`src/rtl/la_pkg.sv`:
```
// Shared types and constants for the capture-to-memory burst writer.
package la_pkg;

  typedef enum logic [1:0] {
    S_IDLE,
    S_WAIT_DATA,
    S_BURST,
    S_DONE
  } mbw_state_t;

  localparam int         MM_DATA_W = 32;
  localparam logic [3:0] MM_BE_ALL = 4'hF;

endpackage

```
`src/rtl/sync_fifo.sv`:
```
// Single-clock show-ahead FIFO; dout always presents the oldest entry.
module sync_fifo #(
  parameter int WIDTH = 32,
  parameter int DEPTH = 64
) (
  input  logic                     clk,
  input  logic                     rst_n,
  input  logic                     flush,
  input  logic                     push,
  input  logic [WIDTH-1:0]         din,
  input  logic                     pop,
  output logic [WIDTH-1:0]         dout,
  output logic                     full,
  output logic [$clog2(DEPTH):0]   count
);

  localparam int AW = $clog2(DEPTH);

  logic [WIDTH-1:0] mem [DEPTH];
  logic [AW-1:0]    wr_ptr;
  logic [AW-1:0]    rd_ptr;
  logic             do_push;
  logic             do_pop;

  assign full    = (count == (AW+1)'(DEPTH));
  assign do_pop  = pop && (count != '0);
  // A pop frees a slot in the same cycle, so a full FIFO may still take a push.
  assign do_push = push && (!full || do_pop);
  assign dout    = mem[rd_ptr];

  always_ff @(posedge clk) begin
    if (!rst_n || flush) begin
      wr_ptr <= '0;
      rd_ptr <= '0;
      count  <= '0;
    end else begin
      if (do_push) wr_ptr <= wr_ptr + AW'(1);
      if (do_pop)  rd_ptr <= rd_ptr + AW'(1);
      if (do_push && !do_pop)      count <= count + (AW+1)'(1);
      else if (do_pop && !do_push) count <= count - (AW+1)'(1);
    end
  end

  always_ff @(posedge clk) begin
    if (do_push) mem[wr_ptr] <= din;
  end

endmodule

```
`src/rtl/mm_burst_writer.sv`:
```
// Avalon-MM burst-write master draining the capture stream into memory.
//   state       | meaning
//   S_IDLE      | waiting for start
//   S_WAIT_DATA | buffering until the next burst is fully in the FIFO
//   S_BURST     | presenting burst beats to the slave
//   S_DONE      | transfer complete, done pulses next cycle
module mm_burst_writer
  import la_pkg::*;
#(
  parameter int ADDR_SIZE  = 32,
  parameter int BURST_LEN  = 16,
  parameter int FIFO_DEPTH = 64
) (
  input  logic                           mm_clk,
  input  logic                           rst_n,
  input  logic                           start,
  input  logic                           abort,
  input  logic [ADDR_SIZE-1:0]           cfg_base,
  input  logic [31:0]                    cfg_words,
  output logic                           busy,
  output logic                           done,
  output logic [31:0]                    words_written,
  input  logic                           in_valid,
  output logic                           in_ready,
  input  logic [MM_DATA_W-1:0]           in_data,
  output logic [ADDR_SIZE-1:0]           mm_address,
  output logic [$clog2(BURST_LEN):0]     mm_burstcount,
  output logic                           mm_write,
  output logic [MM_DATA_W-1:0]           mm_writedata,
  output logic [3:0]                     mm_byteenable,
  input  logic                           mm_waitrequest
);

  localparam int BC_W  = $clog2(BURST_LEN) + 1;
  localparam int CNT_W = $clog2(FIFO_DEPTH) + 1;

  mbw_state_t            state;
  logic [ADDR_SIZE-1:0]  cur_addr;
  logic [31:0]           remaining;
  logic [31:0]           accept_left;
  logic                  abort_pend;
  logic [BC_W-1:0]       beats_left;
  logic [BC_W-1:0]       blen;
  logic [CNT_W-1:0]      fifo_count;
  logic                  fifo_full;
  logic                  push;
  logic                  beat;
  logic                  flush;
  logic                  unused_base_lsbs;

  assign unused_base_lsbs = ^cfg_base[1:0];

  assign busy          = (state != S_IDLE);
  assign in_ready      = busy && !fifo_full && (accept_left != '0) && !abort_pend;
  assign push          = in_valid && in_ready;
  assign beat          = mm_write && !mm_waitrequest;
  assign flush         = ((state == S_IDLE) && start) || ((state == S_WAIT_DATA) && abort);
  assign mm_byteenable = MM_BE_ALL;
  assign blen          = (remaining >= 32'(BURST_LEN)) ? BC_W'(BURST_LEN) : BC_W'(remaining);

  sync_fifo #(
    .WIDTH (MM_DATA_W),
    .DEPTH (FIFO_DEPTH)
  ) u_fifo (
    .clk   (mm_clk),
    .rst_n (rst_n),
    .flush (flush),
    .push  (push),
    .din   (in_data),
    .pop   (beat),
    .dout  (mm_writedata),
    .full  (fifo_full),
    .count (fifo_count)
  );

  always_ff @(posedge mm_clk) begin
    if (!rst_n) begin
      state         <= S_IDLE;
      cur_addr      <= '0;
      remaining     <= '0;
      accept_left   <= '0;
      abort_pend    <= 1'b0;
      beats_left    <= '0;
      words_written <= '0;
      done          <= 1'b0;
      mm_write      <= 1'b0;
      mm_address    <= '0;
      mm_burstcount <= '0;
    end else begin
      done <= 1'b0;
      if (push) accept_left   <= accept_left - 32'd1;
      if (beat) words_written <= words_written + 32'd1;

      case (state)
        S_IDLE: begin
          if (start) begin
            cur_addr      <= {cfg_base[ADDR_SIZE-1:2], 2'b00};
            remaining     <= cfg_words;
            accept_left   <= cfg_words;
            words_written <= '0;
            abort_pend    <= 1'b0;
            state         <= (cfg_words == '0) ? S_DONE : S_WAIT_DATA;
          end
        end

        S_WAIT_DATA: begin
          if (abort) begin
            state <= S_IDLE;
          end else if (32'(fifo_count) >= 32'(blen)) begin
            mm_address    <= cur_addr;
            mm_burstcount <= blen;
            beats_left    <= blen;
            mm_write      <= 1'b1;
            state         <= S_BURST;
          end
        end

        S_BURST: begin
          if (abort) abort_pend <= 1'b1;
          if (beat) begin
            beats_left <= beats_left - BC_W'(1);
            // mm_burstcount still holds this burst's length for the bookkeeping below.
            if (beats_left == BC_W'(1)) begin
              mm_write   <= 1'b0;
              abort_pend <= 1'b0;
              cur_addr   <= cur_addr + ADDR_SIZE'({mm_burstcount, 2'b00});
              remaining  <= remaining - 32'(mm_burstcount);
              if (remaining == 32'(mm_burstcount)) state <= S_DONE;
              else if (abort_pend || abort)       state <= S_IDLE;
              else                                state <= S_WAIT_DATA;
            end
          end
        end

        S_DONE: begin
          done  <= 1'b1;
          state <= S_IDLE;
        end

        default: state <= S_IDLE;
      endcase
    end
  end

endmodule
```
`config.mk`:
```
export PLATFORM = sky130hd
export DESIGN_NAME = mm_burst_writer
export DESIGN_NICKNAME = d
export VERILOG_FILES = /design/src/rtl/la_pkg.sv /design/src/rtl/sync_fifo.sv /design/src/rtl/mm_burst_writer.sv
export SDC_FILE = /design/constraint.sdc
export NUM_CORES = 2
export LEC_CHECK = 0
export ABC_AREA = 1
export CAP_MARGIN = 20
export CORE_MARGIN = 2
export CORE_UTILIZATION = 45
export CTS_CLUSTER_DIAMETER = 150
export DETAILED_ROUTE_END_ITERATION = 12
export GPL_ROUTABILITY_DRIVEN = 0
export HOLD_SLACK_MARGIN = 0.06
export SYNTH_ARGS = -nofsm -noshare
export SYNTH_HDL_FRONTEND = slang
export SYNTH_SLANG_ARGS = --single-unit
export TNS_END_PERCENT = 10
```
`constraint.sdc`:
```
create_clock -name mm_clk -period 4.2 [get_ports mm_clk]
set_input_delay 1.05 -clock mm_clk [delete_from_list [all_inputs] [get_ports mm_clk]]
set_output_delay 1.05 -clock mm_clk [all_outputs]
set_load 0.01 [all_outputs]
```
==> reports/qor.yml <==
floorplan:
  io_pins: 211
  rows: 165
  fp.coreArea_um2: 203000
  die_area_um2: 208000
  initial_core_util_pct: 45.4
  die_w_um: 456
  die_h_um: 456
timing:
  fin_skew_ns: 0.0410
  setup_viol_count_final: 23
  fin_ws_ns: -0.119
  worst_pin_slew_ns: 1.16
  slew_violations: 0
  max_freq_ghz: 0.232
  hold_viol: 0
  whs_ns: 0.468
  relSlewSlack_pct: 22.7
  rsz0062_at_grt: "true"
  finalCritPeriodShare_pct: 103
  timing.final.crit_period_ns: 4.32
power_and_ir_drop:
  leakage_nw: 38.2
  ir_worst_vdd_mv: 0.465
  p_per_area_nw_per_um2: 441
  finalPower_mw: 48.7
global_routing:
  grt_max_degree: 96
  antenna_found_initial: 10
  grt_pass1_wl_um: 418000
  grt_pass1_vias: 62500
  track_usage_pct: 27.0
  grt-ovfl-total: 0
placement:
  io_buffer_count: 202
  dp_hpwl_um: 158000
  post-place-cells: 10600
synth:
  yosysTopAreaCellShare_pct: 66.8
  synth-edff-count: 2048
  synth_cells: 7909
  yosysWarnings: 0
  synth_top_cell_by_area: "edfxtp_1"
  syn_avg_cell_area_um2: 11.6
  async_reset_ff_share_pct: 0
  ys_seq_elements: 2244
  netlist_area_um2: 92000
  synth.area.top_cells: "edfxtp_1 (67%), o21ai_0 (6.4%), nor2_1 (5.4%), dfxtp_1 (4.3%), nand2_1 (3.7%)"
  synth_cell_types: 53
  synth_top_cells_by_count: "edfxtp_1 (2048), nor2_1 (1326), o21ai_0 (1169)"
  synthMostInstantiatedCell: "edfxtp_1"
  ys.flop_type: "edfxtp_1"
  yosysSeqAreaShare_pct: 71.1
finish:
  final_cells: 11200
  area_growth_pct: 20.2
  layout.nets: 8434
  fillers: 16800
  fin_util_pct: 54.5
  drive_above_1_share_pct: 13.3
worst_setup_path:
  slowest_stage: "dfxtp_4"
  crit_buf_inv: 5
  worstSetupStartpointType: "flip-flop"
  crit_type: "reg2out"
  crit_chain: "buf_12 > buf_12 > clkinv_16 > buf_16 > o21ai_0 > o22ai_1 > nand2_1 > nand3_1 > nand3_1 > nand3_2 > and2_4 > dlygate4sd2_1"
  cp_data_arrival_time_ns: 3.27
  required_ns: 3.15
  crit_path_max_incr_delay_ns: 0.41
  reg2reg_slack_ns: 0.68
  cp_top_family: "buffers and inverters"
  end_kind: "output pin"
  path_max_fanout: 35
status:
  status: "complete, but fails checks"
  violations: "negative setup slack"
drt:
  vias: 66000
  drt_iter0_drc: 8431
  first_pass_iters: 6
  postRouteAntennaNets: 0
  post_drt_wl_per_cell_um: 25.7
  routed_wl_um: 287000
  drcViolationCount: 0
  viasPerCell: 5.91
hold_path:
  hp-class: "reg2reg"
clock_tree:
  cts_sinks: 2244
  clk_latency_ns: 0.90
  tritoncts.num_buffers: 228
  cts-root-buf: "clkbuf_16"
  cts_tree: "built"
  cts_hold_buf: 0
  clk_pin_slew_ns: 0.06
  clk_path_buf_depth: 3
  htree_levels: 4
job:
  max_cap_viol_count: 0
## state kept, by name, summed over array words and instances, names as in the netlist, named ones only
| register | flops |
|---|---|
| cur_addr | 30 |
| u_fifo.mem | 2048 |
| u_fifo.count | 7 |
| u_fifo.rd_ptr | 6 |
| mm_address | 30 |
| u_fifo.wr_ptr | 6 |
| remaining | 32 |
| mm_write | 1 |
| accept_left | 32 |
| beats_left | 5 |
| state | 2 |
| mm_burstcount | 5 |
| done | 1 |
| words_written | 32 |
| abort_pend | 1 |
## timing repair
| item | CTS | global route |
|---|---|---|
| cloned | 51 | 2 |
| pin swaps | 43 | 8 |
| endpoints found under the setup margin | 32 | 32 |
| setup buffers | 43 | 1 |
| resized for setup | 455 | 48 |
## power by group
group / internal (mW) / total [mW] / switching, mW
clock network: 11.6 / 20.4 / 8.81
registers: 24.6 / 24.8 / 0.217
logic: 1.11 / 3.46 / 2.35
total: 37.4 / 48.7 / 11.4
## cell families after synthesis
| logic type | Yosys count | synth area share (%) |
|---|---|---|
| flops | 2244 | 71.1 |
| buf+inv | 772 | 3.68 |
| simple gates | 2907 | 13.0 |
| fa+ha+maj | 30 | 0.432 |
| other cells | 2 | 0.00816 |
| mux | 1 | 0.0109 |
| xor+xnor | 54 | 0.514 |
| compound gates | 1899 | 11.2 |
## cell type report
type,instances,area (um2),share of cell area (%)
Timing Repair Buffer,661,8360,7.56
Tap cell,2672,3340,3.02
Multi-Input combinational cell,4897,24700,22.3
Sequential cell,2244,65400,59.2
Clock inverter,153,1570,1.42
Antenna cell,8,20.0,0.0181
Inverter,263,1040,0.943
Clock buffer,276,5980,5.41
Timing Repair inverter,7,126,0.114
## cell usage in the layout (no fill, tap or decap), types with 114 or more instances in the layout
cell type        count
o21ai_0           1095
clkdlybuf4s50_1    137
buf_4              250
nor2_1            1262
nand3_1            403
clkbuf_16          231
inv_1              246
nand2_1            887
edfxtp_1          2048
o22ai_1            528
o21ai_1            114
dfxtp_1            190
## path summary, 6_finish.rpt
kind | start | end | depth (start not counted)
max | flip-flop | mm_writedata[28] | 12
min | beats_left[3] | beats_left[3] | 2
max reg2reg | accept_left[0] | u_fifo.count[6] | 23
min reg2reg | beats_left[3] | beats_left[3] | 2
## per-layer routing
metal	GRT usage, %	wire, um	part of all wire, %	vias to the layer above
met4	9.60	10600	3.7	2
met2	43.1	134000	47	3224
li1	-	-	-	29500
met5	0	13	0.0045	-
met1	37.7	117000	41	32800
met3	3.90	25300	8.8	510
## worst register-to-register path: stages, from the launching register on
cell     delay (ns)
dfxtp_1        0.29
inv_1          0.11
ha_1           0.28
nand2_1        0.20
nor2_4         0.22
nand2_1        0.13
nor2_2         0.13
nand2_1        0.08
nand3_2        0.26
inv_2          0.12
ha_1           0.22
inv_1          0.19
ha_1           0.32
a21oi_1        0.14
nand2_1        0.09
nand2_1        0.07
nand2_1        0.05
a21oi_1        0.16
nor2_1         0.06
nor2_1         0.09
nand2_1        0.08
nand2_1        0.06
nand2_1        0.05
nor2_1         0.07
## stage by stage
step,setup TNS (ns),setup WS (ns),instance area [um2]
4_1_cts,-1.26,-0.0966,110000
5_1_grt,-4.48,-0.205,111000
3_5_place_dp,-0.0581,-0.0581,99500
6_report,-1.20,-0.119,111000
2_1_floorplan,0,0.203,92000
3_3_place_gp,-0.0331,-0.0331,99500
(Power assumes the default switching activity.)
